[src/rtl/axi4s_framing_pkg.sv]
// Shared types and constants for the AXI4-Stream framing blocks (arbiter, escaper, deescaper).
package axi4s_framing_pkg;

  typedef enum logic [1:0] {ARB_IDLE, ARB_HEADER, ARB_STREAM} arb_state_t;

  localparam logic [7:0] ESCAPE_BYTE = 8'h7F;
  localparam int         MAX_NUM_SRC = 16;

  // A single-source arbiter still needs a 1-bit index.
  function automatic int idx_width(input int n);
    return (n <= 1) ? 1 : $clog2(n);
  endfunction

endpackage

[src/rtl/axi4s_frame_arbiter_if.sv]
// Byte-wide AXI4-Stream bundle: NUM_SRC target streams in, one initiator stream out.
interface axi4s_frame_arbiter_if #(parameter int NUM_SRC = 4);

  logic [NUM_SRC-1:0]      target_tvalid;
  logic [NUM_SRC-1:0]      target_tready;
  logic [NUM_SRC-1:0][7:0] target_tdata;
  logic [NUM_SRC-1:0]      target_tlast;
  logic                    initiator_tvalid;
  logic                    initiator_tready;
  logic [7:0]              initiator_tdata;
  logic                    initiator_tlast;

  // master = the sources plus the downstream sink; slave = the arbiter.
  modport master (
    output target_tvalid, target_tdata, target_tlast, initiator_tready,
    input  target_tready, initiator_tvalid, initiator_tdata, initiator_tlast
  );

  modport slave (
    input  target_tvalid, target_tdata, target_tlast, initiator_tready,
    output target_tready, initiator_tvalid, initiator_tdata, initiator_tlast
  );

endinterface

[src/rtl/axi4s_frame_arbiter_rr_arbiter.sv]
// Combinational round-robin picker: the first requester after last_grant (mod N) wins.
module rr_arbiter #(
  parameter int N     = 4,
  parameter int IDX_W = 2
) (
  input  logic [N-1:0]     req,
  input  logic [IDX_W-1:0] last_grant,
  output logic [N-1:0]     grant_oh,
  output logic [IDX_W-1:0] grant_idx,
  output logic             grant_any
);

  logic [IDX_W:0] cand;

  always_comb begin
    grant_oh  = '0;
    grant_idx = '0;
    grant_any = 1'b0;
    cand      = '0;
    // Wrap modulo N explicitly so that N need not be a power of two.
    for (int i = 1; i <= N; i++) begin
      cand = {1'b0, last_grant} + (IDX_W+1)'(i);
      if (cand >= (IDX_W+1)'(N)) cand = cand - (IDX_W+1)'(N);
      if (!grant_any && req[cand[IDX_W-1:0]]) begin
        grant_any                   = 1'b1;
        grant_idx                   = cand[IDX_W-1:0];
        grant_oh[cand[IDX_W-1:0]]   = 1'b1;
      end
    end
  end

endmodule

[src/rtl/axi4s_frame_arbiter.sv]
// Frame-locked round-robin arbiter in front of the framing datapath.
// Optional header byte (HDR_BASE + grant index) is enabled with `define FRAME_ARB_HDR_EN.
module axi4s_frame_arbiter
  import axi4s_framing_pkg::*;
#(
  parameter int         NUM_SRC  = 4,
  parameter logic [7:0] HDR_BASE = 8'h00,
  parameter int         IDX_W    = idx_width(NUM_SRC)
) (
  input  logic                 aclk,
  input  logic                 aresetn,
  axi4s_frame_arbiter_if.slave bus,
  output logic [IDX_W-1:0]     grant_idx,
  output logic                 busy
);

  arb_state_t       state, state_nxt;
  logic [IDX_W-1:0] grant, last_grant;
  logic [NUM_SRC-1:0] arb_oh;
  logic [IDX_W-1:0] arb_idx;
  logic             arb_any;
  logic             end_of_frame;

  rr_arbiter #(.N(NUM_SRC), .IDX_W(IDX_W)) u_rr (
    .req        (bus.target_tvalid),
    .last_grant (last_grant),
    .grant_oh   (arb_oh),
    .grant_idx  (arb_idx),
    .grant_any  (arb_any)
  );

  assign end_of_frame = bus.target_tvalid[grant] & bus.initiator_tready & bus.target_tlast[grant];

  always_ff @(posedge aclk or negedge aresetn) begin
    if (!aresetn) begin
      state      <= ARB_IDLE;
      grant      <= '0;
      last_grant <= IDX_W'(NUM_SRC - 1);
    end else begin
      state <= state_nxt;
      if (state == ARB_IDLE && arb_any) begin
        grant      <= arb_idx;
        last_grant <= arb_idx;
      end
    end
  end

  always_comb begin
    state_nxt = state;
    case (state)
      ARB_IDLE:
        if (arb_any) begin
`ifdef FRAME_ARB_HDR_EN
          state_nxt = ARB_HEADER;
`else
          state_nxt = ARB_STREAM;
`endif
        end
      ARB_HEADER: if (bus.initiator_tready) state_nxt = ARB_STREAM;
      ARB_STREAM: if (end_of_frame) state_nxt = ARB_IDLE;
      default:    state_nxt = ARB_IDLE;
    endcase
  end

  always_comb begin
    bus.target_tready    = '0;
    bus.initiator_tvalid = 1'b0;
    bus.initiator_tdata  = '0;
    bus.initiator_tlast  = 1'b0;
    case (state)
      // The header is ordinary payload; escaping collisions is the escaper's job.
      ARB_HEADER: begin
        bus.initiator_tvalid = 1'b1;
        bus.initiator_tdata  = HDR_BASE + 8'(grant);
      end
      ARB_STREAM: begin
        bus.initiator_tvalid = bus.target_tvalid[grant];
        bus.initiator_tdata  = bus.target_tdata[grant];
        bus.initiator_tlast  = bus.target_tlast[grant];
        bus.target_tready[grant] = bus.initiator_tready;
      end
      default: ;
    endcase
  end

  assign grant_idx = grant;
  assign busy      = (state != ARB_IDLE);

  logic unused;
  assign unused = ^arb_oh;

endmodule

[src/flat_wrapper.sv]
// flat-port wrapper written by rule: the top's interface ports become plain ports
module axi4s_frame_arbiter_flat import axi4s_framing_pkg::*;
#(
  parameter int         NUM_SRC  = 4,
  parameter logic [7:0] HDR_BASE = 8'h00,
  parameter int         IDX_W    = idx_width(NUM_SRC)
)
  (aclk, aresetn, grant_idx, busy, bus_target_tvalid, bus_target_tdata, bus_target_tlast, bus_initiator_tready, bus_target_tready, bus_initiator_tvalid, bus_initiator_tdata, bus_initiator_tlast);
  axi4s_frame_arbiter_if #(.NUM_SRC(NUM_SRC)) bus_i ();
  input  logic aclk;
  input  logic aresetn;
  output logic [IDX_W-1:0] grant_idx;
  output logic busy;
  input wire logic [$bits(bus_i.target_tvalid)-1:0] bus_target_tvalid;
  input wire logic [$bits(bus_i.target_tdata)-1:0] bus_target_tdata;
  input wire logic [$bits(bus_i.target_tlast)-1:0] bus_target_tlast;
  input wire logic [$bits(bus_i.initiator_tready)-1:0] bus_initiator_tready;
  output wire logic [$bits(bus_i.target_tready)-1:0] bus_target_tready;
  output wire logic [$bits(bus_i.initiator_tvalid)-1:0] bus_initiator_tvalid;
  output wire logic [$bits(bus_i.initiator_tdata)-1:0] bus_initiator_tdata;
  output wire logic [$bits(bus_i.initiator_tlast)-1:0] bus_initiator_tlast;
  assign bus_i.target_tvalid = bus_target_tvalid;
  assign bus_i.target_tdata = bus_target_tdata;
  assign bus_i.target_tlast = bus_target_tlast;
  assign bus_i.initiator_tready = bus_initiator_tready;
  assign bus_target_tready = bus_i.target_tready;
  assign bus_initiator_tvalid = bus_i.initiator_tvalid;
  assign bus_initiator_tdata = bus_i.initiator_tdata;
  assign bus_initiator_tlast = bus_i.initiator_tlast;
  axi4s_frame_arbiter #(.NUM_SRC(NUM_SRC), .HDR_BASE(HDR_BASE), .IDX_W(IDX_W)) u_core (.aclk(aclk), .aresetn(aresetn), .bus(bus_i), .grant_idx(grant_idx), .busy(busy));
endmodule
[config.mk]
export PLATFORM = sky130hd
export DESIGN_NAME = axi4s_frame_arbiter_flat
export DESIGN_NICKNAME = d
export VERILOG_FILES = /design/src/rtl/axi4s_framing_pkg.sv /design/src/rtl/axi4s_frame_arbiter_if.sv /design/src/rtl/axi4s_frame_arbiter_rr_arbiter.sv /design/src/rtl/axi4s_frame_arbiter.sv /design/src/flat_wrapper.sv
export SDC_FILE = /design/constraint.sdc
export NUM_CORES = 1
export LEC_CHECK = 0
export ABC_AREA = 0
export BUFFER_PORTS_ARGS = -buffer_cell sky130_fd_sc_hd__buf_4
export CAP_MARGIN = 20
export CORE_MARGIN = 2
export CORE_UTILIZATION = 30
export DETAILED_ROUTE_END_ITERATION = 10
export HOLD_SLACK_MARGIN = 0.06
export RECOVER_POWER = 100
export SETUP_SLACK_MARGIN = 0.2
export SYNTH_ARGS = -nofsm -noshare
export SYNTH_HDL_FRONTEND = slang
export SYNTH_HIERARCHICAL = 1
export SYNTH_SLANG_ARGS = --single-unit
[constraint.sdc]
create_clock -name aclk -period 2.3 [get_ports aclk]
set_input_delay 0.23 -clock aclk [delete_from_list [all_inputs] [get_ports aclk]]
set_output_delay 0.23 -clock aclk [all_outputs]
set_load 0.02 [all_outputs]
# After elaboration in Yosys (flattened, before gate mapping)
# Cells that the tools add are included.
totals:
  register_bits: 6
op_classes:
  add_sub_neg: 8
  n_bitwise: 3
  n_eq_ne: 5
  reduce_logical: 11
  magnitude_cmp: 10
  muxes: 36
ops:
  columns: ["cell", "count"]
  rows:
  - ["$mux 2", 11]
  - ["$bmux 8 s2", 1]
  - ["$pmux 8 s2", 1]
  - ["$lt 2x3->1 const B", 5]
  - ["$bmux 1 s2", 6]
  - ["$ge 3x3->1 const B", 4]
  - ["$mux 1", 12]
  - ["$mux 8", 1]
  - ["$sub 2x1->2 const B", 4]
  - ["$add 2x2->3 const B", 2]
  - ["$pmux 2 s3", 1]
  - ["$logic_and 1x1->1", 5]
  - ["$and 4x4->4", 1]
  - ["$mux 4", 1]
  - ["$ne 2x1->1 const B", 2]
  - ["$add 2x1->3 const B", 1]
  - ["$add 2x3->3 const B", 1]
  - ["$logic_not 1->1", 3]
  - ["$reduce_and 3->1", 1]
  - ["$and 1x1->1", 2]
  - ["$demux 1 s2", 1]
  - ["$eq 2x1->1 const B", 1]
  - ["$eq 2x2->1 const B", 1]
  - ["$ge 2x1->1 const B", 1]
  - ["4 further kinds", 4]

# Depth between registers and ports, before layout
depth:
  word_depth: 17
  depth_mapped: 10

# Hierarchy
# Netlist, hierarchy kept.
by_module_without_submodules:
  columns: ["mod", "cells_each", "area_per_inst_um2", "n_inst"]
  rows:
  - ["axi4s_frame_arbiter", 54, 576.8, 1]
  - ["rr_arbiter", 68, 525.5, 1]

# Worst setup path before layout
# Ideal clock, no wire load.
synth_timing:
  path_kind: "register -> register"
  start: "register u_core.last_grant[0]"
  end: "register u_core.grant[1], in the netlist u_core/grant_idx[1]"
  required_time_ns: 2.174
  arrival_time_ns: 1.860
  synth_period_minus_slack_ns: 1.986
  path_slack_ns: 0.314
  stages_incl_launch_ff: 10
  path_cell_list: "dfstp_2 -> buf_4 -> inv_2 -> ha_1 -> buf_6 -> a221oi_1 -> a211oi_1 -> o22a_1 -> nand2_1 -> o21ai_0"
synth_between:
  word_cells_on_any_way: 39
synth_lines:
  columns: ["item", "line", "text"]
  rows:
  - ["start, declared", "axi4s_frame_arbiter.sv:18", "logic [IDX_W-1:0] grant, last_grant;"]
  - ["start signal, assigned", "axi4s_frame_arbiter.sv:38", "last_grant <= IDX_W'(NUM_SRC - 1);"]
  - ["start signal, assigned", "axi4s_frame_arbiter.sv:43", "last_grant <= arb_idx;"]
  - ["$add 2x1->3", "axi4s_frame_arbiter_rr_arbiter.sv:22", "cand = {1'b0, last_grant} + (IDX_W+1)'(i);"]
  - ["$ge 3x3->1 or $sub 2x1->2 (tied branches)", "axi4s_frame_arbiter_rr_arbiter.sv:23", "if (cand >= (IDX_W+1)'(N)) cand = cand - (IDX_W+1)'(N);"]
  - ["$mux 2", "axi4s_frame_arbiter_rr_arbiter.sv:23", null]
  - ["$bmux 1 s2", "axi4s_frame_arbiter_rr_arbiter.sv:24", "if (!grant_any && req[cand[IDX_W-1:0]]) begin"]
  - ["$mux 1 (implied by the code)", "axi4s_frame_arbiter_rr_arbiter.sv:24", null]
  - ["$mux 1", "axi4s_frame_arbiter_rr_arbiter.sv:24", null]
  - ["$logic_not 1->1", "axi4s_frame_arbiter_rr_arbiter.sv:24", null]
  - ["$logic_and 1x1->1", "axi4s_frame_arbiter_rr_arbiter.sv:24", null]
  - ["$mux 1", "axi4s_frame_arbiter_rr_arbiter.sv:24", null]
  - ["$logic_not 1->1", "axi4s_frame_arbiter_rr_arbiter.sv:24", null]
  - ["$logic_and 1x1->1", "axi4s_frame_arbiter_rr_arbiter.sv:24", null]
  - ["$mux 1", "axi4s_frame_arbiter_rr_arbiter.sv:24", null]
  - ["$logic_not 1->1", "axi4s_frame_arbiter_rr_arbiter.sv:24", null]
  - ["$logic_and 1x1->1", "axi4s_frame_arbiter_rr_arbiter.sv:24", null]
  - ["$mux 2 (*)", "axi4s_frame_arbiter_rr_arbiter.sv:24", null]
  - ["named net u_core.arb_idx[1]", "axi4s_frame_arbiter.sv:20", "logic [IDX_W-1:0] arb_idx;"]
  - ["end signal, assigned", "axi4s_frame_arbiter.sv:42", "grant <= arb_idx;"]
  - ["end, declared", "axi4s_frame_arbiter.sv:18", null]
# Mark *: on every way through the listed nets, which the timed path passes. The rest lies on a longest branch. The select of a mux whose other input is x is not followed.
# A chain may end at the register's enable or synchronous reset.

# Worst setup path in the final report
layout_timing:
  start: "register u_core.grant[0], in the netlist u_core/grant_idx[0]"
  end: "output port bus_initiator_tdata[6]"
layout_between:
  elab_chain_cells: 3
layout_lines:
  columns: ["item", "line", "text"]
  rows:
  - ["$bmux 8 s2", "axi4s_frame_arbiter.sv:78", "bus.initiator_tdata = bus.target_tdata[grant];"]
  - ["$mux 8 (implied by the code)", "axi4s_frame_arbiter.sv:78", null]
  - ["$pmux 8 s2", "axi4s_frame_arbiter.sv:70", "case (state)"]
  - ["end, declared", "flat_wrapper.sv:20", "output wire logic [$bits(bus_i.initiator_tdata)-1:0] bus_initiator_tdata;"]
# Every way passes these cells. The select of a mux whose other input is x is not followed.

==> results by stage <==
Outcome:
- The flow ran to the end, and the final reports show no timing, DRC or antenna violations.

Clock network:
- The maximum buffer depth of the clock tree is 2.
- In this run the number of H-tree levels came out at 1.
- After clock tree synthesis, the setup repair step added 0 buffers.
- TritonCTS built the clock tree.
- At the later pin of the worst-skew pair, clock insertion delay measures around 0.24 ns.
- The number of clock buffers added by TritonCTS is 3.
- In this run the clock root is driven by a sky130_fd_sc_hd__clkbuf_4.
- After clock tree synthesis, the clock-pin slew on the worst setup and hold paths is ~0.050 ns.
- The clock net in this run drives a total of 5 sinks.

Worst setup path:
- The critical path class is flop to output pin.
- The beginning of the critical path is u_core/grant_idx[0].
- The worst register-to-register path has a depth of 7.
- The required time at the worst-slack endpoint is around 2.1 ns.
- The startpoint identified for the worst register-to-register timing path is u_core/last_grant[0].
- The kind of end point of the critical path is an output pin.
- The arrival time at the worst endpoint is around 1.8 ns.
- The maximum fanout along the worst path is 10.
- The launching element type of the critical path is a flop.

STA:
- For the pin with the worst max-slew slack, the measured transition is 0.580 ns.
- On the final layout, the worst clock skew is 0.00598 ns.
- The number of endpoints with negative hold slack in the final report came to 0.
- The worst setup margin is ~0.27 ns.
- Summed over all failing endpoints, the final setup total negative slack is 0 ns.
- The clock period minus worst slack is ~2.0 ns.
- The number of pins exceeding their max-slew limit in the final report is 0.
- Measured against its own limit, the worst slew margin works out to around three fifths.
- The share of the cycle needed by the critical path after routing is between 80% and 90%.
- Setup violations remaining at the end of the flow were counted as 0.
- The highest achievable clock rate is 492 MHz.
- The worst hold slack after final layout is around 0.37 ns.
- Setup repair after global routing left no endpoint under its margin.

Final layout:
- Relative to the synthesized area, the layout overhead comes to 47.2%.
- The net total in the final layout is just under 200.
- The antenna diode instance count is 0.
- The utilization after layout is around 46%.
- The fraction of layout instances using a drive strength above 1 is between 40% and 50%.
- Once layout is complete, the cells apart from fillers number 179.
- The cell area after layout is approximately 1200 um2.

Worst hold path:
- The class of the worst hold path is input port to async pin.

Logic synthesis:
- Synthesis produced approximately 90 cells.
- The count of yosys warnings during synthesis is 6.
- The number of nets produced by synthesis is 136.
- The netlist area before placement is about 840 um2.
- The mean instance size in the synthesized netlist is 9.17 um2.

GRT:
- The global-route usage over all layers is 15.1%.
- Entering global routing, the biggest net connects 17 pins.
- The number of antenna violations at the first check in global routing is 0.
- The global-route wire length before repair is between 3 and 4 mm.
- The global route total overflow is 0.
- The number of global-route vias before repair is about 910.

Detailed routing:
- Summing over every cut layer, the via total after detailed routing is a little over 900.
- Before antenna repair, the detailed router went through 4 iterations.
- The routed design has ~2.5 mm of wire.
- The detailed-route vias per instance is slightly above 5.
- Once detail routing completed, the nets flagged for antenna violations numbered 0.
- For this block, the initial DRC count from the detailed router was 27.
- The average wire per cell in the routed design is approximately 14 um.
- The remaining routing DRC violations is 0.

Power:
- The static power due to leakage is roughly 0.56 nW.
- In this run the power density over the cells is 1100 nW/um2.
- The design draws 1.37 mW.
- Across the VDD grid, the largest voltage drop is around 0.00064 V.

Die:
- The floorplan step defined a core boundary enclosing roughly 2700 um2.
- Pin placement for this block handled 60 I/O pins.
- The count of standard-cell rows is 19.
- For this configuration, the core starts out at a cell density of a little under a third.
- The full die area is roughly 3300 um2.
- In this run the horizontal extent of the chip is roughly 57 um.
- The vertical die dimension is around 57 um.

Placed design:
- The final weighted congestion of routability-driven global placement is 0.838.
- The HPWL after detailed placement is slightly above 2 mm.
- The placed instances occupy a cell area of about 1200 um2.
- The placed instance count is ~170.
- The number of input and output port buffers inserted is 59.
- The worst-case setup slack after placement is between 0.4 and 0.5 ns.

Job:
- The total of max-cap violations is 0.
[final cells by class]
type	count	area [um2]
clock buffer	4	26.3
fill	298	1470
inverter	4	15.0
multi-input combinational	74	611
sequential	5	128
tap	31	38.8
timing repair buffer	61	423
[layer usage]
layer,up-vias,track usage (%),share of wire (%)
li1,445,-,-
met1,441,16.4,38
met2,19,29.2,58
met3,2,2.04,3.6
met4,0,5.98,0.57
met5,-,0,0
[flip-flops by register name, indices dropped and copies added, names as in the netlist]
register / flops
u_core/grant_idx: 2
u_core/state: 1
u_core/last_grant: 2
[layout by cell type, fill, tap and decap left out, types with 4 or more instances in the layout]
cell / instances
sky130_fd_sc_hd__inv_1: 4
sky130_fd_sc_hd__and2_0: 6
sky130_fd_sc_hd__mux4_2: 6
sky130_fd_sc_hd__nand2_1: 13
sky130_fd_sc_hd__clkbuf_1: 11
sky130_fd_sc_hd__mux4_1: 4
sky130_fd_sc_hd__a21oi_1: 4
sky130_fd_sc_hd__buf_4: 50
sky130_fd_sc_hd__nor2_1: 9
[critical path: stages, from the launching register on]
cell and delay [ns]:
sky130_fd_sc_hd__dfrtp_1 0.47, sky130_fd_sc_hd__buf_4 0.24, sky130_fd_sc_hd__mux4_2 0.52, sky130_fd_sc_hd__and2_0 0.17
sky130_fd_sc_hd__buf_4 0.15
[power breakdown]
part / total [mW] / switching, mW / internal, mW
Clock: 0.101 / 0.0356 / 0.0656
Sequential: 0.258 / 0.120 / 0.138
Combinational: 1.01 / 0.510 / 0.501
[path summary, 6_finish.rpt]
kind                       slack (ns)                     end
max                              0.27  bus_initiator_tdata[6]
max reg2reg                      0.31     u_core/grant_idx[1]
max in group asynchronous        1.66    u_core/last_grant[1]
min                              0.37         u_core/state[1]
min in group aclk                0.39         u_core/state[1]
min reg2reg                      0.51    u_core/last_grant[1]
[what timing repair did]
action / in CTS / in global routing
endpoints found under the hold margin: 5 / 0
resized for setup: 0 / 1
setup endpoints to repair: 0 / 2
hold buffers: 1 / 0
No activity file was read; power rests on OpenSTA's default activity.
